**src/rtl/ins_fetch.sv**
```systemverilog
// Instruction fetch unit: reads bytes from program memory over a req/ack handshake,
// buffers them in a small prefetch FIFO and hands them to the instruction register
// on request. A branch redirects the fetch PC and discards everything in flight.
module ins_fetch #(
  parameter int unsigned        ADDR_W   = 8,
  parameter int unsigned        DEPTH    = 2,
  parameter logic [ADDR_W-1:0]  RESET_PC = '0
) (
  input  logic              clk,
  input  logic              rst_n,
  output logic              mem_req,
  output logic [ADDR_W-1:0] mem_addr,
  input  logic              mem_ack,
  input  logic [7:0]        mem_data,
  input  logic              fetch_req,
  input  logic              branch,
  input  logic [ADDR_W-1:0] branch_addr,
  output logic [7:0]        ins_reg,
  output logic              loadIR,
  output logic [ADDR_W-1:0] pc,
  output logic              stall
);

  localparam int unsigned     PtrW    = (DEPTH > 1) ? $clog2(DEPTH) : 1;
  localparam int unsigned     CntW    = $clog2(DEPTH + 1);
  localparam logic [PtrW-1:0] PtrMax  = PtrW'(DEPTH - 1);
  localparam logic [CntW-1:0] CntFull = CntW'(DEPTH);

  typedef enum logic [1:0] {StIdle, StWait, StDiscard} state_e;

  state_e              state_q, state_d;
  logic                mem_req_q, mem_req_d;
  logic [ADDR_W-1:0]   mem_addr_q, mem_addr_d;
  logic [ADDR_W-1:0]   fetch_pc_q, fetch_pc_d;
  logic [PtrW-1:0]     rd_ptr_q, rd_ptr_d, wr_ptr_q, wr_ptr_d;
  logic [CntW-1:0]     count_q, count_d;
  logic [7:0]          data_q [DEPTH];
  logic [ADDR_W-1:0]   addr_q [DEPTH];
  logic [7:0]          ins_reg_q;
  logic [ADDR_W-1:0]   pc_q;
  logic                load_ir_q;
  logic                push, pop, empty;

  function automatic logic [PtrW-1:0] ptr_inc(input logic [PtrW-1:0] p);
    return (p == PtrMax) ? '0 : p + PtrW'(1);
  endfunction

  assign empty = (count_q == '0);
  // Branch suppresses delivery so nothing stale reaches the instruction register.
  assign pop   = fetch_req && !branch && !empty;
  assign stall = fetch_req && empty;

  // Memory request FSM and fetch PC next-state.
  always_comb begin
    state_d    = state_q;
    mem_req_d  = mem_req_q;
    mem_addr_d = mem_addr_q;
    fetch_pc_d = fetch_pc_q;
    push       = 1'b0;
    unique case (state_q)
      StIdle: begin
        // A same-cycle pop frees a slot, so a full FIFO being drained may still issue.
        if (!branch && ((count_q != CntFull) || pop)) begin
          mem_req_d  = 1'b1;
          mem_addr_d = fetch_pc_q;
          state_d    = StWait;
        end
      end
      StWait: begin
        if (branch) begin
          if (mem_ack) begin
            mem_req_d = 1'b0;
            state_d   = StIdle;
          end else begin
            state_d = StDiscard;
          end
        end else if (mem_ack) begin
          push       = 1'b1;
          fetch_pc_d = fetch_pc_q + ADDR_W'(1);
          mem_req_d  = 1'b0;
          state_d    = StIdle;
        end
      end
      StDiscard: begin
        // Request cannot be withdrawn; wait for its ack and drop the data.
        if (mem_ack) begin
          mem_req_d = 1'b0;
          state_d   = StIdle;
        end
      end
      default: state_d = StIdle;
    endcase
    if (branch) fetch_pc_d = branch_addr;
  end

  // FIFO pointer and occupancy next-state; a branch flushes everything.
  always_comb begin
    count_d  = count_q;
    rd_ptr_d = rd_ptr_q;
    wr_ptr_d = wr_ptr_q;
    if (branch) begin
      count_d  = '0;
      rd_ptr_d = '0;
      wr_ptr_d = '0;
    end else begin
      if (push) wr_ptr_d = ptr_inc(wr_ptr_q);
      if (pop)  rd_ptr_d = ptr_inc(rd_ptr_q);
      case ({push, pop})
        2'b10:   count_d = count_q + CntW'(1);
        2'b01:   count_d = count_q - CntW'(1);
        default: count_d = count_q;
      endcase
    end
  end

  // Control state registers.
  always_ff @(posedge clk or negedge rst_n) begin
    if (!rst_n) begin
      state_q    <= StIdle;
      mem_req_q  <= 1'b0;
      mem_addr_q <= RESET_PC;
      fetch_pc_q <= RESET_PC;
      rd_ptr_q   <= '0;
      wr_ptr_q   <= '0;
      count_q    <= '0;
    end else begin
      state_q    <= state_d;
      mem_req_q  <= mem_req_d;
      mem_addr_q <= mem_addr_d;
      fetch_pc_q <= fetch_pc_d;
      rd_ptr_q   <= rd_ptr_d;
      wr_ptr_q   <= wr_ptr_d;
      count_q    <= count_d;
    end
  end

  // FIFO storage; validity is tracked by count_q so no reset is needed.
  always_ff @(posedge clk) begin
    if (push) begin
      data_q[wr_ptr_q] <= mem_data;
      addr_q[wr_ptr_q] <= mem_addr_q;
    end
  end

  // Delivery to the instruction register: one-cycle loadIR pulse per pop.
  always_ff @(posedge clk or negedge rst_n) begin
    if (!rst_n) begin
      ins_reg_q <= '0;
      pc_q      <= RESET_PC;
      load_ir_q <= 1'b0;
    end else begin
      load_ir_q <= pop;
      if (pop) begin
        ins_reg_q <= data_q[rd_ptr_q];
        pc_q      <= addr_q[rd_ptr_q];
      end
    end
  end

  assign mem_req  = mem_req_q;
  assign mem_addr = mem_addr_q;
  assign ins_reg  = ins_reg_q;
  assign pc       = pc_q;
  assign loadIR   = load_ir_q;

endmodule

```
**config.mk**
```make
export PLATFORM = sky130hd
export DESIGN_NAME = ins_fetch
export DESIGN_NICKNAME = d
export VERILOG_FILES = /design/src/rtl/ins_fetch.sv
export SDC_FILE = /design/constraint.sdc
export NUM_CORES = 1
export LEC_CHECK = 0
export BUFFER_PORTS_ARGS = -buffer_cell sky130_fd_sc_hd__buf_4
export CAP_MARGIN = 20
export CELL_PAD_IN_SITES_DETAIL_PLACEMENT = 0
export CELL_PAD_IN_SITES_GLOBAL_PLACEMENT = 1
export CORE_MARGIN = 1.5
export CORE_UTILIZATION = 46
export CTS_CLUSTER_DIAMETER = 30
export CTS_CLUSTER_SIZE = 8
export DETAILED_ROUTE_END_ITERATION = 8
export PLACE_DENSITY = 0.89
export SYNTH_ARGS = -nofsm -noshare
export SYNTH_HDL_FRONTEND = slang
export SYNTH_SLANG_ARGS = --single-unit
```
**constraint.sdc**
```tcl
create_clock -name clk -period 3.3 [get_ports clk]
set_clock_uncertainty 0.1 [all_clocks]
set_input_delay 0.495 -clock clk [delete_from_list [all_inputs] [get_ports clk]]
set_output_delay 0.495 -clock clk [all_outputs]
set_load 0.03 [all_outputs]
```
==> flow_metrics.tcl, run 1 <==
set metrics [dict create \
    status "finished, final reports clean" \
    fin_crit_sh 0.6019 \
    h-tree-depth 3 \
    grt_antenna_before_repair 0 \
    design.die.area_um2 6968 \
    num_rows 29 \
    r2r-start "state_q[1]" \
    p_total_mw 3.118 \
    ir_drop_mv 0.5285 \
    cts_tree "yes" \
    cts.clk_slew.worst_paths_ns 0.08 \
    fin_area_um2 3647 \
    dp_hpwl_um 3339 \
    final_layout_size_suffix_gt1_frac 0.4302 \
    synth_edf_count 32 \
    avgViaCountPerCell 5.239 \
    grt_usage 0.1635 \
    maxCapViolations 0 \
    r2r_end "data_q[1][7]" \
    fin_setup_tns_ns 0 \
    start_util 0.4719 \
    worstSetupStartpointType "flip-flop" \
    post_dp_cell_area_um2 3418 \
    vias 1755 \
    wirelength_um 5152 \
    async_flop_share 0.5556 \
    cp_cell_sequence "inv_1 -> ha_1 -> nand2_1 -> nor3b_2 -> buf_4" \
    rsz0062_at_grt "false" \
    crit_path_start "state_q[1]" \
    syn_area_um2 2979 \
    path_class "reg -> reg" \
    wire_per_inst_um 15.38 \
    reg_top3 "addr_q (16), data_q (16)" \
    cp.required_ns 3.23 \
    port_buffers 47 \
    multi_input_area_um2 958.4 \
    die_h_um 83.48 \
    nets 279 \
    ys_seq_area_frac 0.6585 \
    yosysUniqueCellTypes 39 \
    cpMaxStageDelayCell "dfrtp_1" \
    max_freq_ghz 0.5035 \
    r2r_slack_ns 1.31 \
    antenna_left 0 \
    end_kind "flip-flop" \
    gp_congestion 0.7871 \
    max-slew-margin-rel 0.4292 \
    drv_slew 0 \
    finalSetupViolations 0 \
    critical_path_arrival_ns 1.91 \
    p_leak_nw 1.518 \
    cts-resized-gates 0 \
    path_max_fanout 16 \
    hold_viol 0 \
    cts_root_buffer "clkbuf_8" \
    ctsHoldBuffers 0 \
    yosys_most_used_dff "dfrtp_1" \
    antenna_cells 0 \
    die_x_um 83.48 \
    core_um2 6314 \
    first_pass_iters 5 \
    netlist_instances 199 \
    cts_setup_buffers 0 \
    n_fill_cell 530 \
    syn-num-nets 225 \
    hp-class "in -> async" \
    cts.path.max_buffers 2 \
    clock_latency_ns 0.34 \
    syn_to_final_growth_pct 22.43 \
    grt_pass1_wl_um 8714 \
    reg2reg_depth 5 \
    grt-ovfl-total 0 \
    grt_max_degree 41 \
    num_io_pins 48 \
    ys_warn_count 0 \
    grt_pass1_vias 1712 \
    endpoint "data_q[1][7]" \
    power.density_nw_per_um2 854.9 \
    route.detailed.drc 0 \
    synth-seq-cells 72 \
    slowest_delay_ns 0.43 \
    drt_iter0_markers 74 \
    worst_pin_slew_ns 0.8553 \
    avgSynthCellArea_um2 14.97 \
    period_needed_ns 1.986 \
    cts_num_sinks 72 \
    numCtsBuffers 9 \
    seqCellArea_um2 1962 \
]
## layer usage
layer  vias up  share of wire  global-route usage  wire length [um]
met3        12          0.035             0.02967               181
met1       860           0.48              0.2366              2475
met2        39           0.46              0.2380              2391
met5         -              0                   0                 0
met4         0          0.020             0.08495               103
li1        844              -                   -                 -
## cells in the final DEF (no fill, tap or decap), types with 3 or more instances in the layout
| cell type | instances |
|---|---|
| clkbuf_8 | 9 |
| dfrtp_1 | 40 |
| nand2_1 | 9 |
| or4_1 | 5 |
| inv_1 | 9 |
| o21ai_0 | 7 |
| xor2_1 | 3 |
| clkinv_4 | 3 |
| ha_1 | 5 |
| buf_4 | 49 |
| edfxtp_1 | 32 |
| nor2_1 | 4 |
| a21oi_1 | 3 |
| nand3_1 | 6 |
| o211ai_1 | 4 |
| mux2_2 | 40 |
## where the power goes
group | internal [mW] | total [mW] | leakage [nW] | switching (mW)
logic | 0.436 | 0.996 | 0.622 | 0.560
registers | 1.18 | 1.35 | 0.784 | 0.167
clock network | 0.434 | 0.771 | 0.112 | 0.337
## how the worst min path moves through the flow
| stage | startpoint | endpoint | cells past startpoint |
|---|---|---|---|
| after global routing | rst_n | ins_reg[0] | 1 |
| after CTS | rst_n | ins_reg[6] | 1 |
| after global placement | mem_addr[0] | addr_q[1][0] | 0 |
| after floorplan | rst_n | count_q[0] | 0 |
| after detailed placement | mem_addr[0] | addr_q[1][0] | 0 |
| final | rst_n | ins_reg[0] | 1 |
## critical path, delay by kind of cell, from the launching register on
family | cells | cell delay (ns)
simple gates | 2 | 0.52
fa+ha+maj | 1 | 0.25
buf+inv | 2 | 0.37
flops | 1 | 0.43
## cells in the mapped netlist, types with 2 or more instances
| cell type | count | area, um2 |
|---|---|---|
| mux2_2 | 40 | 450.4 |
| o21ai_0 | 7 | 35.03 |
| a21oi_1 | 3 | 15.01 |
| or4_1 | 5 | 37.54 |
| nand3_1 | 6 | 30.03 |
| nor2_1 | 4 | 15.01 |
| nand2_1 | 9 | 33.78 |
| nor2b_1 | 2 | 12.51 |
| inv_1 | 9 | 33.78 |
| o211a_1 | 2 | 20.02 |
| dfrtp_1 | 40 | 1001 |
| edfxtp_1 | 32 | 960.9 |
| buf_2 | 4 | 20.02 |
| o211ai_1 | 4 | 30.03 |
| xor2_1 | 3 | 26.28 |
| nor3_1 | 2 | 10.01 |
| ha_1 | 5 | 62.56 |
## cell families after synthesis
logic type,count (synthesis),share of synthesized area
AOI/OAI and AO/OA,24,0.05502
xor gates and xnor gates,4,0.01176
adders and majority gates,5,0.02100
buffers and inverters,15,0.02310
DFF,72,0.6585
muxes,41,0.1546
and+or+nand+nor,38,0.07603
## area by class of cell
type | count | share of cell area
Clock inverter | 7 | 0.02882
Multi-Input combinational cell | 112 | 0.2628
Clock buffer | 9 | 0.03396
Timing Repair Buffer | 49 | 0.1009
Tap cell | 77 | 0.02642
Sequential cell | 72 | 0.5379
Inverter | 9 | 0.009262
## stage by stage
step	worst slack [ns]	hold slack, ns	std cells	util
finish	1.314	0.02827	335	0.5777
global route	1.150	0.05200	335	0.5777
CTS	1.305	0.03614	335	0.5777
detailed placement	1.198	0.3929	319	0.5414
global placement	1.230	0.3843	319	0.5414
floorplan	0.5001	0.09941	199	-
No activity file was read; power rests on OpenSTA's default activity.
==> run 2: changes to the inputs <==
CORE_UTILIZATION = 41   (was 46)
PLACE_DENSITY = 0.84   (was 0.89)
clock period = 1.7 ns   (was 3.3 ns; I/O delays follow)
==> run 2 against run 1 <==
Compared with the run above:
- first-iteration DRC count grew 36%
- setup slack lost 1.3 ns
- utilization shrank 0.59 points
- critical path depth is the same
- die area grew 12%
- via count grew 7.1%
- combinational power grew 120%
- routed wire length grew 11%
- critical endpoint is now addr_q[1][7]
- clock power grew 76%
- critical path type unchanged
- sequential power grew 94%
- largest cell class unchanged
- highest routed layer unchanged
- final area grew 8.3%
- non-clock buffer count grew 21
==> flow_metrics.tcl, run 2 (synthesis results as in run 1) <==
set metrics [dict create \
    status "finished, final reports clean" \
    stdcell_count 375 \
    nets 300 \
    cts.path.max_buffers 2 \
    core_um2 6907 \
    gp_congestion 0.7799 \
    design.die.area_um2 7786 \
    avgViaCountPerCell 5.011 \
    cts_tree "yes" \
    grt_antenna_before_repair 0 \
    die_x_um 88.24 \
    max_freq_ghz 0.6057 \
    hp-class "in -> reg" \
    internal_power_mw 4.050 \
    route.detailed.drc 0 \
    start_util 0.4313 \
    clock_latency_ns 0.34 \
    maxCapViolations 0 \
    fin_crit_sh 0.9712 \
    first_pass_iters 4 \
    p_leak_nw 1.630 \
    dp_hpwl_um 3923 \
    fin_setup_tns_ns 0 \
    max-slew-margin-rel 0.6517 \
    place_inst 348 \
    cp.required_ns 1.66 \
    power.density_nw_per_um2 1567 \
    cts.clk_slew.worst_paths_ns 0.07 \
    num_io_pins 48 \
    period_needed_ns 1.651 \
    rsz0062_at_grt "true" \
    cts_num_sinks 72 \
    finalSetupViolations 0 \
    worstSetupStartpointType "flip-flop" \
    hold_viol 0 \
    worst_pin_slew_ns 0.5224 \
    wire_per_inst_um 15.30 \
    antenna_cells 0 \
    wirelength_um 5739 \
    num_rows 30 \
    grt_usage 0.1650 \
    seq_power_share 0.424 \
    final_layout_size_suffix_gt1_frac 0.4516 \
    die_h_um 88.24 \
    p_clk_frac 0.219 \
    grt_pass1_vias 1871 \
    drt_iter0_markers 101 \
    p_total_mw 6.188 \
    layout_common_cells "buf_4, mux2_2, dfrtp_1" \
    reg_top3 "addr_q (16), data_q (16)" \
    antenna_left 0 \
    grt-ovfl-total 0 \
    syn_to_final_growth_pct 32.55 \
    grt_max_degree 41 \
    end_kind "flip-flop" \
    vias 1879 \
    port_buffers 47 \
    cts_root_buffer "clkbuf_8" \
    grt_pass1_wl_um 9328 \
    post_dp_cell_area_um2 3621 \
    hold_ws_ns 0.02424 \
    critical_path_arrival_ns 1.61 \
    ir_drop_mv 0.7647 \
    drv_slew 0 \
    netSwitchingPower_mw 2.138 \
    fin_area_um2 3949 \
    n_fill_cell 602 \
    path_class "reg -> reg" \
    numCtsBuffers 9 \
    h-tree-depth 3 \
    comb_power_share 0.357 \
    final_common_cell "buf_4" \
    path_max_fanout 12 \
    switching_share 0.3456 \
]
==> run 2: changes by cell type in the layout (fill, tap and decap cells not counted), moves of 2 or more <==
| cell | before | now |
|---|---|---|
| dlygate4sd3_1 | 0 | 9 |
| buf_12 | 0 | 5 |
| buf_4 | 49 | 54 |
| buf_6 | 0 | 2 |
==> run 2: worst paths after layout <==
check,start,endpoint,slack (ns),depth (start not counted)
min in group asynchronous,rst_n,loadIR,0.33,2
max reg2reg,state_q[0],addr_q[1][7],0.05,5
min,branch_addr[6],fetch_pc_q[6],0.02,3
max,state_q[0],addr_q[1][7],0.05,5
max in group asynchronous,rst_n,ins_reg[7],0.80,2
min reg2reg,mem_addr[6],addr_q[1][6],0.41,0
==> run 2: metal layers <==
metal	wire (um)	track usage
met2	2859	0.2658
met5	0	0
met4	107	0.07102
met1	2561	0.2090
met3	211	0.04757
==> run 2: metrics by stage <==
step / worst slack (ns) / utilization
after floorplan: -0.02993 / -
after global placement: 0.02995 / 0.5243
after detailed placement: -0.009717 / 0.5243
after CTS: 0.007016 / 0.5696
after global routing: -0.04868 / 0.5717
final: 0.04891 / 0.5717
==> run 2: layout make-up <==
cell class                      instances  area (um2)  area share
Sequential cell                        72        1962      0.4968
Multi-Input combinational cell        112        1008      0.2554
Timing Repair Buffer                   70       618.1      0.1565
Clock buffer                           10       137.6     0.03485
Tap cell                               96       120.1     0.03042
Clock inverter                          6       68.82     0.01743
Inverter                                9       33.78    0.008555
==> run 2: repair_timing <==
| action | 4_1_cts | 5_1_grt |
|---|---|---|
| hold buffers | 9 | 0 |
| endpoints found under the hold margin | 56 | 0 |
| pin swaps | 0 | 2 |
| gates resized for setup | 1 | 2 |
| buffers inserted | 1 | 1 |
| setup endpoints to repair | 6 | 27 |
==> run 2: worst max-delay path: stages (launching register included) <==
cell	delay (ns)
dfrtp_1	0.40
buf_6	0.12
ha_4	0.20
nand2_8	0.10
nor3b_4	0.25
buf_12	0.18
==> run 2: power by group through the flow <==
stage               Clock (mW)  Sequential [mW]  Combinational (mW)
finish                    1.36             2.62                2.21
global route              1.47             2.68                2.38
CTS                       1.40             2.62                2.21
detailed placement           0             2.66                2.16
global placement             0             2.63                2.12
floorplan                    0             3.18               0.749
